==> config.mk <==
export PLATFORM = sky130hd
export DESIGN_NAME = mat_result_serializer
export DESIGN_NICKNAME = d
export VERILOG_FILES = /design/src/rtl/mat_pkg.sv /design/src/rtl/mat_result_serializer_sat_signed.sv /design/src/rtl/mat_result_serializer.sv
export SDC_FILE = /design/constraint.sdc
export NUM_CORES = 1
export LEC_CHECK = 0
export BUFFER_PORTS_ARGS = -buffer_cell sky130_fd_sc_hd__clkbuf_2
export CAP_MARGIN = 20
export CORE_MARGIN = 5
export CORE_UTILIZATION = 49
export DETAILED_ROUTE_END_ITERATION = 16
export PLACE_DENSITY = 0.75
export SETUP_SLACK_MARGIN = 0.3
export SYNTH_ARGS = -nofsm -noshare
export SYNTH_HDL_FRONTEND = slang
export SYNTH_SLANG_ARGS = --single-unit
==> constraint.sdc <==
create_clock -name clk -period 2.4 [get_ports clk]
set_input_delay 0.12 -clock clk [delete_from_list [all_inputs] [get_ports clk]]
set_output_delay 0.12 -clock clk [all_outputs]
set_load 0.02 [all_outputs]
==> src/rtl/mat_pkg.sv <==
// Shared constants, FSM state type and element indexing for the matrix result serializer.
package mat_pkg;

  localparam int MAT_ROWS  = 4;
  localparam int MAT_COLS  = 2;
  localparam int MAT_IN_W  = 12;
  localparam int MAT_OUT_W = 8;

  typedef enum logic [1:0] {IDLE, SEND, DONE} state_t;

  // Row-major flat index of a result element.
  function automatic int elem_idx(input int row, input int col, input int cols = MAT_COLS);
    return row * cols + col;
  endfunction

endpackage

==> src/rtl/mat_result_serializer_sat_signed.sv <==
// Combinational signed clip from IN_W to OUT_W; zero latency, no flow control.
module sat_signed #(
  parameter int IN_W  = 12,
  parameter int OUT_W = 8
) (
  input  logic [IN_W-1:0]  x,
  output logic [OUT_W-1:0] y,
  output logic             sat
);

  localparam logic [IN_W-1:0] MAXV = {{(IN_W-OUT_W+1){1'b0}}, {(OUT_W-1){1'b1}}};
  localparam logic [IN_W-1:0] MINV = ~MAXV;

  always_comb begin
    sat = 1'b0;
    y   = x[OUT_W-1:0];
    if ($signed(x) > $signed(MAXV)) begin
      sat = 1'b1;
      y   = MAXV[OUT_W-1:0];
    end else if ($signed(x) < $signed(MINV)) begin
      sat = 1'b1;
      y   = MINV[OUT_W-1:0];
    end
  end

endmodule

==> src/rtl/mat_result_serializer.sv <==
// Captures a ROWSxCOLS result matrix in one handshake and streams it row-major, saturated, one beat per cycle.
// First beat one cycle after capture; outputs hold under m_ready stall, capture is refused until the frame ends.
module mat_result_serializer
  import mat_pkg::*;
#(
  parameter int ROWS  = MAT_ROWS,
  parameter int COLS  = MAT_COLS,
  parameter int IN_W  = MAT_IN_W,
  parameter int OUT_W = MAT_OUT_W,
  parameter int RW    = (ROWS > 1) ? $clog2(ROWS) : 1,
  parameter int CW    = (COLS > 1) ? $clog2(COLS) : 1
) (
  input  logic                      clk,
  input  logic                      rst_n,
  input  logic                      cap_valid,
  output logic                      cap_ready,
  input  logic [ROWS*COLS*IN_W-1:0] s_flat,
  output logic                      m_valid,
  input  logic                      m_ready,
  output logic [OUT_W-1:0]          m_data,
  output logic [RW-1:0]             m_row,
  output logic [CW-1:0]             m_col,
  output logic                      m_last,
  output logic                      m_sat,
  output logic                      done
);

  localparam int N    = ROWS * COLS;
  localparam int KW   = (N > 1) ? $clog2(N) : 1;
  localparam int LAST = elem_idx(ROWS - 1, COLS - 1, COLS);

  state_t              state;
  logic [KW-1:0]       k;
  logic [N*IN_W-1:0]   bank;
  logic [KW-1:0]       sel_idx;
  logic [IN_W-1:0]     sel_elem;
  logic [OUT_W-1:0]    sat_val;
  logic                sat_flag;
  logic [RW-1:0]       sel_row;
  logic [CW-1:0]       sel_col;
  logic                sel_last;

  // The element that will be on the outputs after the next load: element 0 of
  // the incoming bus when capturing, otherwise the successor of k in the bank.
  always_comb begin
    sel_idx  = (state == SEND) ? k + KW'(1) : '0;
    sel_elem = (state == SEND) ? bank[sel_idx*IN_W +: IN_W] : s_flat[IN_W-1:0];
    sel_row  = RW'(int'(sel_idx) / COLS);
    sel_col  = CW'(int'(sel_idx) % COLS);
    sel_last = (int'(sel_idx) == LAST);
  end

  sat_signed #(
    .IN_W  (IN_W),
    .OUT_W (OUT_W)
  ) u_sat (
    .x   (sel_elem),
    .y   (sat_val),
    .sat (sat_flag)
  );

  always_ff @(posedge clk or negedge rst_n) begin
    if (!rst_n) begin
      state     <= IDLE;
      k         <= '0;
      bank      <= '0;
      cap_ready <= 1'b1;
      m_valid   <= 1'b0;
      m_data    <= '0;
      m_row     <= '0;
      m_col     <= '0;
      m_last    <= 1'b0;
      m_sat     <= 1'b0;
      done      <= 1'b0;
    end else begin
      case (state)
        IDLE: begin
          done <= 1'b0;
          if (cap_valid) begin
            bank      <= s_flat;
            k         <= '0;
            cap_ready <= 1'b0;
            m_valid   <= 1'b1;
            m_data    <= sat_val;
            m_sat     <= sat_flag;
            m_row     <= sel_row;
            m_col     <= sel_col;
            m_last    <= sel_last;
            state     <= SEND;
          end
        end
        SEND: begin
          if (m_ready) begin
            if (int'(k) == LAST) begin
              m_valid <= 1'b0;
              m_data  <= '0;
              m_row   <= '0;
              m_col   <= '0;
              m_last  <= 1'b0;
              m_sat   <= 1'b0;
              done    <= 1'b1;
              state   <= DONE;
            end else begin
              k      <= sel_idx;
              m_data <= sat_val;
              m_sat  <= sat_flag;
              m_row  <= sel_row;
              m_col  <= sel_col;
              m_last <= sel_last;
            end
          end
        end
        DONE: begin
          done      <= 1'b0;
          cap_ready <= 1'b1;
          k         <= '0;
          state     <= IDLE;
        end
        default: state <= IDLE;
      endcase
    end
  end

endmodule

* Word level (Yosys, flattened, before mapping)
Cells that the tools add are included.
Widths: inputs -> output; s select.
** Storage, ports and cells
- Register bits after elaboration :: 117
- Word-level logic and storage cells :: 80
** Operators by class
- Add/subtract/negate cells :: 1
- Multipliers :: 1
- Order comparisons :: 2
- Equality and inequality tests :: 8
- Shift-type cells :: 1
- Multiplexer cells :: 43
- Reductions and logical operators :: 13
** Operators with widths (count)
- $shiftx 96x8->12 :: 1
- $mux 8 :: 5
- $mux 1 :: 17
- $pmux 8 s2 :: 1
- $gt 12x8->1 const B :: 1
- $lt 12x8->1 const B :: 1
- $mux 12 :: 1
- $mux 2 :: 6
- $mux 3 :: 4
- $pmux 1 s2 :: 6
- $pmux 3 s3 :: 1
- $reduce_and 3->1 :: 3
- $pmux 2 s2 :: 2
- $reduce_and 4->1 :: 2
- $eq 3x1->1 const B :: 2
- $ne 2x2->1 const B :: 3
- $reduce_bool 2->1 :: 3
- $mul 3x2->5 const B :: 1
- $reduce_and 2->1 :: 2
- $add 3x1->3 const B :: 1
- $reduce_bool 3->1 :: 1
- $eq 2x1->1 const B :: 1
- $eq 2x2->1 const B :: 1
- $logic_not 2->1 :: 1
- 2 further kinds :: 2

* Logic depth before layout (Yosys ltp)
Gate-level depths: netlist of the first run.
- Depth after elaboration :: 11
- Gate-level depth with buffers :: 9

* Modules after synthesis
From an unflattened synthesis of the first run, not the netlist that was laid out.
** Unflattened totals
- Cells, all modules :: 424
- Area, all modules :: 5550.3 µm²
** By module, submodules not included
- mat_result_serializer :: instances 1, cells each 391, area each 5307.6 µm², seq. area each 2929.1 µm²
- sat_signed :: instances 1, cells each 33, area each 242.7 µm², seq. area each 0.0 µm²

* Worst setup path after synthesis of the first run
No wires, ideal clock.
- Path type :: reg2reg
- Start :: reg k[0]
- End :: reg m_data[0]
- Library setup time :: 126 ps
- Data arrival time :: 2254 ps
- Required time :: 2274 ps
- Slack :: 20 ps
- Cell stages (with the launch flop) :: 10
- Path buffers :: 2
- Cell sequence :: dfrtp_1 > ha_1 > buf_2 > inv_1 > nor2_2 > buf_2 > mux4_2 > a22oi_1 > nand2_1 > a221o_1
** Between the ends
- Word-level cells in the longest chain between the ends :: 11
- Elaborated cells between the ends (all ways) :: 14
- Those cells by class :: 1 x add/sub; 1 x mul; 2 x order compare; 1 x eq/ne; 1 x shift; 8 x mux
** RTL lines
- from (decl) :: RTL line mat_result_serializer.sv:33 : logic [KW-1:0] k;
- from (signal assigned) :: RTL line mat_result_serializer.sv:104 : k <= sel_idx;
- $add 3x1->3 :: RTL line mat_result_serializer.sv:46 : sel_idx = (state == SEND) ? k + KW'(1) : '0;
- $mux 3 :: RTL line mat_result_serializer.sv:46
- $mul 3x2->5 :: RTL line mat_result_serializer.sv:47 : sel_elem = (state == SEND) ? bank[sel_idx*IN_W +: IN_W] : s_flat[IN_W-1:0];
- $shiftx 96x8->12 :: RTL line mat_result_serializer.sv:47
- $mux 12 :: RTL line mat_result_serializer.sv:47
- $lt 12x8->1 :: RTL line mat_result_serializer_sat_signed.sv:20 : end else if ($signed(x) < $signed(MINV)) begin
- $mux 8 :: RTL line mat_result_serializer_sat_signed.sv:20
- $mux 8 :: RTL line mat_result_serializer_sat_signed.sv:17 : if ($signed(x) > $signed(MAXV)) begin
- $mux 8 :: RTL line mat_result_serializer.sv:94 : if (int'(k) == LAST) begin
- $mux 8 :: RTL line mat_result_serializer.sv:93 : if (m_ready) begin
- $pmux 8 s2 * :: RTL line mat_result_serializer.sv:76 : case (state)
- to (signal assigned) :: RTL line mat_result_serializer.sv:84 : m_data <= sat_val;
- to (signal assigned) :: RTL line mat_result_serializer.sv:105 : m_data <= sat_val;
- to (decl) :: RTL line mat_result_serializer.sv:20 : output logic [OUT_W-1:0] m_data,
Every way passes the cells marked *; elsewhere a longest branch is shown, timed or not. The select of a mux whose other input is x is not followed.
A chain may end at the register's enable or synchronous reset.

* Worst setup path after layout of the first run
- Start :: reg k[0]
- End :: reg m_data[3]
The elaborated chain is that of the path after synthesis.

==> impl_metrics.env, run 1 <==
export IMPL_run_status="completed"
export IMPL_netlist_top_cells_count="dfrtp_1 (116), mux2_2 (98), nand2_1 (26), mux2i_1 (19), mux4_2 (17)"
export IMPL_avgSynthCellArea_um2=14.4
export IMPL_finalWirelength_um=14000
export IMPL_start_kind="flop"
export IMPL_synth_most_common_cell="dfrtp_1"
export IMPL_core_area_um2=10800
export IMPL_area_growth_pct=46.9
export IMPL_vias=3997
export IMPL_synth_seq_area_share_pct=54.6
export IMPL_grt_max_degree=118
export IMPL_setup_viol=0
export IMPL_final_antenna_net_count=0
export IMPL_yosysWarningCount=0
export IMPL_worst_setup_path_type="flop to flop"
export IMPL_cts_buffers=17
export IMPL_r2r_cells=7
export IMPL_root_buffer="clkbuf_8"
export IMPL_start_util_pct=49.7
export IMPL_fillerInstances=682
export IMPL_worst_pin_slew_ns=0.624
export IMPL_vias_per_cell=5.30
export IMPL_ir_drop_mv=0.871
export IMPL_post_synth_top_area_fraction_pct=54.1
export IMPL_clock_path_buffers=2
export IMPL_dieHeight_um=115
export IMPL_antenna_found_initial=0
export IMPL_dieArea_um2=13100
export IMPL_synth_area_um2=5360
export IMPL_drv_slew=0
export IMPL_grt_usage_pct=22.7
export IMPL_cts_tree="built"
export IMPL_dp_hpwl_um=8630
export IMPL_portBuffers=115
export IMPL_post_dp_cell_area_um2=6190
export IMPL_dr_pass1_iters=4
export IMPL_die_w_um=115
export IMPL_wire_per_inst_um=18.6
export IMPL_crit_arrival_ns=2.76
export IMPL_netlist_cell_type_count=40
export IMPL_drc=0
export IMPL_ys_ff_latch=117
export IMPL_end_kind="flop"
export IMPL_max_slew_margin_pct=58.4
export IMPL_skew_ns=0.00739
export IMPL_gp_congestion=0.768
export IMPL_path_max_fanout=7
export IMPL_grt_pass1_wl_um=22500
export IMPL_synth_nets=474
export IMPL_rrSetupSlack_ns=0.08
export IMPL_synthFlopType="dfrtp_1"
export IMPL_num_rows=38
export IMPL_critPathRequiredTime_ns=2.84
export IMPL_clk_insertion_delay_late_ns=0.51
export IMPL_nets=703
export IMPL_cts_sinks=117
export IMPL_fmax_ghz=0.431
export IMPL_path_clk_slew_ns=0.05
export IMPL_pin_count=116
export IMPL_synthTopCellsByArea="dfrtp_1 (54%), mux2_2 (21%), mux4_2 (7.1%)"
export IMPL_finalHoldViolCount=0
export IMPL_fin_area_um2=7880
export IMPL_period_needed_ns=2.32
export IMPL_hp_class="input pin to async pin"
export IMPL_p_per_area_nw_per_um2=1450
export IMPL_setup_tns_final_ns=0
export IMPL_p_total_mw=11.4
export IMPL_h_tree_depth=4
export IMPL_first_iter_violations=151
export IMPL_ys_async_sr_fraction_pct=100
export IMPL_p_leak_nw=3.53
export IMPL_drive_above_1_share_pct=48.4
export IMPL_diodes=0
export IMPL_synth_edf_count=0
export IMPL_fin_hold_ws_ns=0.219
export IMPL_first_global_vias=4331
export IMPL_netlist_instances=372
export IMPL_fin_crit_sh_pct=96.7
export IMPL_rsz0062_at_grt="yes"
export IMPL_grt_overflow=0
export IMPL_yosys_area_top_type="dfrtp_1"
export IMPL_maxCapViolations=0
[area by class of cell]
| class | count | area, µm² | share of cell area [%] |
|---|---|---|---|
| sequential | 117 | 2930 | 37.2 |
| multi-input combinational | 227 | 2350 | 29.8 |
| timing repair buffer | 234 | 1780 | 22.6 |
| clock buffer | 23 | 477 | 6.05 |
| tap | 140 | 175 | 2.22 |
| clock inverter | 9 | 150 | 1.91 |
| inverter | 4 | 18.8 | 0.238 |
[state kept, by name (all words and copies together) (netlist names)]
register   flops
done           1
m_last         1
k              3
state          2
m_sat          1
m_valid        1
cap_ready      1
m_data         8
m_col          1
m_row          2
bank          96
[final timing paths]
kind / startpoint / endpoint
worst max-delay path: k[0] / m_data[3]
worst min-delay path: rst_n / bank[67]
worst max register to register: k[0] / m_data[3]
worst min register to register: cap_ready / cap_ready
max in group asynchronous: rst_n / bank[3]
min in group clk: s_flat[15] / bank[15]
[metal layers]
layer | share of wire, % | track usage, %
met5 | 0 | 0
met2 | 53 | 39.2
met4 | 3.3 | 10.5
met1 | 39 | 26.7
met3 | 4.8 | 5.23
[cell families (layout without fill, tap and decap cells)]
family	after synthesis	in the layout	synth area share, %
AO/OA/AOI/OAI	41	41	5.76
AND/OR/NAND/NOR	50	50	4.90
multiplexers	134	134	31.3
flip-flops	117	117	54.6
buffers and inverters	28	270	2.96
adder cells (fa/ha/maj)	2	2	0.467
[what timing repair did]
action,in CTS,in global routing
setup buffers,1,4
hold endpoints to repair,222,0
hold buffers,99,0
gates resized for setup,5,2
cloned,0,0
pin swaps,2,1
endpoints found under the setup margin,8,8
[where the power goes]
group / switching, mW / internal [mW] / leakage (nW)
clock: 0.835 / 1.79 / 0.304
combinational: 2.35 / 2.83 / 1.83
sequential: 0.614 / 2.99 / 1.39
[worst max-delay path, stage by stage, from the launching register on]
cell and delay (ns):
dfrtp_1 0.42, ha_4 0.37, mux4_2 0.51, and2_4 0.18
a211oi_4 0.25, a41oi_2 0.12, nor2_4 0.22, a221o_1 0.19
[cells in the final DEF (no fill, tap or decap), types with 3 or more instances in the layout]
| cell | n |
|---|---|
| mux4_2 | 17 |
| nor2b_1 | 4 |
| dlygate4sd3_1 | 99 |
| bufinv_16 | 4 |
| a221o_1 | 8 |
| clkinv_2 | 3 |
| buf_12 | 4 |
| nor2_4 | 5 |
| o21ai_1 | 4 |
| a21o_1 | 3 |
| nor2_1 | 3 |
| clkbuf_8 | 5 |
| buf_4 | 15 |
| clkbuf_2 | 114 |
| dfrtp_1 | 116 |
| clkinvlp_4 | 3 |
| clkbuf_16 | 16 |
| mux2_2 | 98 |
| o21ai_0 | 8 |
| a22oi_1 | 6 |
| mux2i_1 | 19 |
| inv_1 | 3 |
| nand2_1 | 26 |
[metrics by stage]
step	instances	utilization [%]	worst slack, ns
after floorplan	372	-	0.243
after global placement	618	57.3	0.159
final	754	73.0	0.0787
after detailed placement	618	57.3	0.0252
after CTS	750	72.6	0.0951
after global routing	754	73.0	-0.00975
Note: power is estimated with default switching activity, not from simulation.
==> run 2: changes to the inputs <==
CORE_UTILIZATION = 54   (was 49)
PLACE_DENSITY = 0.78   (was 0.75)
clock period = 2.6 ns   (was 2.4 ns; I/O delays follow)
==> run 2 against run 1 <==
Effect of this change:
- sequential power fell by 8.1%
- critical path depth did not move
- total power fell by 7.1%
- final cell count fell by 1.2%
- critical endpoint is now m_sat
- wire length rose by 4.8%
- clock power fell by 14%
- non-clock buffer count fell by 2
- die area fell by 8.5%
- highest routed layer unchanged
- maximum frequency rose by 0.70%
- global-route usage rose by 2.8 points
==> impl_metrics.env, run 2 (synthesis results as in run 1) <==
export IMPL_cts_sinks=117
export IMPL_place_inst=609
export IMPL_finalWirelength_um=14700
export IMPL_ir_drop_mv=0.749
export IMPL_use_met2_pct=42.0
export IMPL_vias=4106
export IMPL_skew_ns=0.00791
export IMPL_grt_busiest_layer="met2"
export IMPL_dp_hpwl_um=8320
export IMPL_pin_count=116
export IMPL_drc=0
export IMPL_setup_viol=0
export IMPL_grt_max_degree=60
export IMPL_end_kind="flop"
export IMPL_finalHoldViolCount=0
export IMPL_root_buffer="clkbuf_8"
export IMPL_hp_class="input pin to async pin"
export IMPL_max_slew_margin_pct=49.3
export IMPL_start_util_pct=55.1
export IMPL_rsz0062_at_grt="yes"
export IMPL_swShare_pct=35.6
export IMPL_drv_slew=0
export IMPL_top_regs="bank: 96 flops, m_data: 8 flops, k: 3 flops"
export IMPL_nets=701
export IMPL_run_status="completed"
export IMPL_gp_congestion=0.864
export IMPL_diodes=0
export IMPL_dr_pass1_iters=5
export IMPL_p_leak_nw=3.50
export IMPL_antenna_found_initial=0
export IMPL_final_cells=745
export IMPL_portBuffers=115
export IMPL_cts_buffers=17
export IMPL_critPathRequiredTime_ns=3.06
export IMPL_p_per_area_nw_per_um2=1350
export IMPL_grt_usage_pct=25.5
export IMPL_path_max_fanout=8
export IMPL_p_seq_share_pct=31.3
export IMPL_clk_insertion_delay_late_ns=0.53
export IMPL_fin_crit_sh_pct=88.7
export IMPL_worst_setup_path_type="flop to flop"
export IMPL_largest_reg_flops=96
export IMPL_vias_per_cell=5.51
export IMPL_dieArea_um2=12000
export IMPL_crit_arrival_ns=2.77
export IMPL_grt_pass1_wl_um=23000
export IMPL_clock_path_buffers=2
export IMPL_pwr_share_comb_pct=47.3
export IMPL_final_antenna_net_count=0
export IMPL_first_iter_violations=228
export IMPL_core_area_um2=9730
export IMPL_met1_usage_pct=33.3
export IMPL_worst_pin_slew_ns=0.760
export IMPL_period_needed_ns=2.31
export IMPL_h_tree_depth=4
export IMPL_cts_tree="built"
export IMPL_power_switching_mw=3.77
export IMPL_maxCapViolations=0
export IMPL_fillerInstances=553
export IMPL_dieHeight_um=110
export IMPL_first_global_vias=4336
export IMPL_die_w_um=110
export IMPL_fmax_ghz=0.434
export IMPL_met3_usage_pct=5.40
export IMPL_grt_overflow=0
export IMPL_num_rows=36
export IMPL_area_growth_pct=46.4
export IMPL_internal_power_mw=6.82
export IMPL_layout_common_cells="dfrtp_1 (114), clkbuf_2 (114), dlygate4sd3_1 (99)"
export IMPL_power_frac_clock_pct=21.4
export IMPL_drive_above_1_share_pct=50.0
export IMPL_top_register="bank"
export IMPL_path_clk_slew_ns=0.06
export IMPL_wire_per_inst_um=19.7
export IMPL_start_kind="flop"
export IMPL_setup_tns_final_ns=0
[run 2: cell count changes in the layout (fill, tap and decap cells not counted), sizes merged]
cell / before / now
bufinv: 4 / 2
clkinv: 3 / 5
clkinvlp: 3 / 5
inv: 3 / 7
clkbuf: 137 / 132
buf: 21 / 18
[run 2: power by group through the flow]
stage | Sequential (mW) | Clock, mW | Combinational, mW
finish | 3.31 | 2.26 | 5.01
global route | 3.41 | 2.35 | 5.36
CTS | 3.28 | 2.26 | 4.43
detailed placement | 3.29 | 0 | 4.23
global placement | 3.23 | 0 | 4.12
floorplan | 3.23 | 0 | 3.17
[run 2: cell type report]
cell class | count | area [µm²] | share of cell area [%]
clock buffers | 17 | 414 | 5.28
clock inverters | 15 | 156 | 1.99
inverters | 4 | 15.0 | 0.191
multi-input cells | 227 | 2380 | 30.3
flip-flops and latches | 117 | 2930 | 37.4
well taps | 133 | 166 | 2.12
repair buffers | 232 | 1790 | 22.8
[run 2: path summary, 6_finish.rpt]
kind                            slack [ns]  cells after the start        end  startpoint
worst max register to register        0.29                      7      m_sat        k[0]
worst max-delay path                  0.29                      7      m_sat        k[0]
max in group asynchronous             1.55                      3  cap_ready       rst_n
worst min register to register        0.49                      2     m_last      m_last
min in group clk                      0.37                      3   bank[84]  s_flat[84]
worst min-delay path                  0.23                      2   bank[69]       rst_n
[run 2: repair_timing]
action,4_1_cts,5_1_grt
endpoints found under the setup margin,8,8
hold endpoints to repair,162,0
buffers inserted,0,4
cloned,0,1
hold buffers,99,0
gates resized for setup,6,19
pin swaps,0,9
[run 2: metal layers]
metal	routed length [µm]	up-vias
met5	0	-
met4	431	0
met3	996	36
met2	7510	188
met1	5780	2048
li1	-	1834
[run 2: worst max-delay path: stages (launching register included)]
cell	delay, ns
dfrtp_2	0.44
ha_4	0.30
mux4_2	0.53
and2_1	0.20
a211oi_2	0.25
nand2_1	0.14
nor2_4	0.24
a221o_1	0.15
[run 2: per-stage QoR]
step                power, mW  worst slack [ns]  utilization [%]  instance area (µm²)  hold slack, ns
finish                   10.6             0.295             80.7                 7850           0.226
global route             11.1             0.256             80.7                 7850           0.309
CTS                      9.97             0.307             79.3                 7710           0.256
detailed placement       7.51             0.259             62.9                 6120           0.242
global placement         7.35             0.314             62.9                 6120           0.232
floorplan                6.40             0.320                -                 5370          -0.166
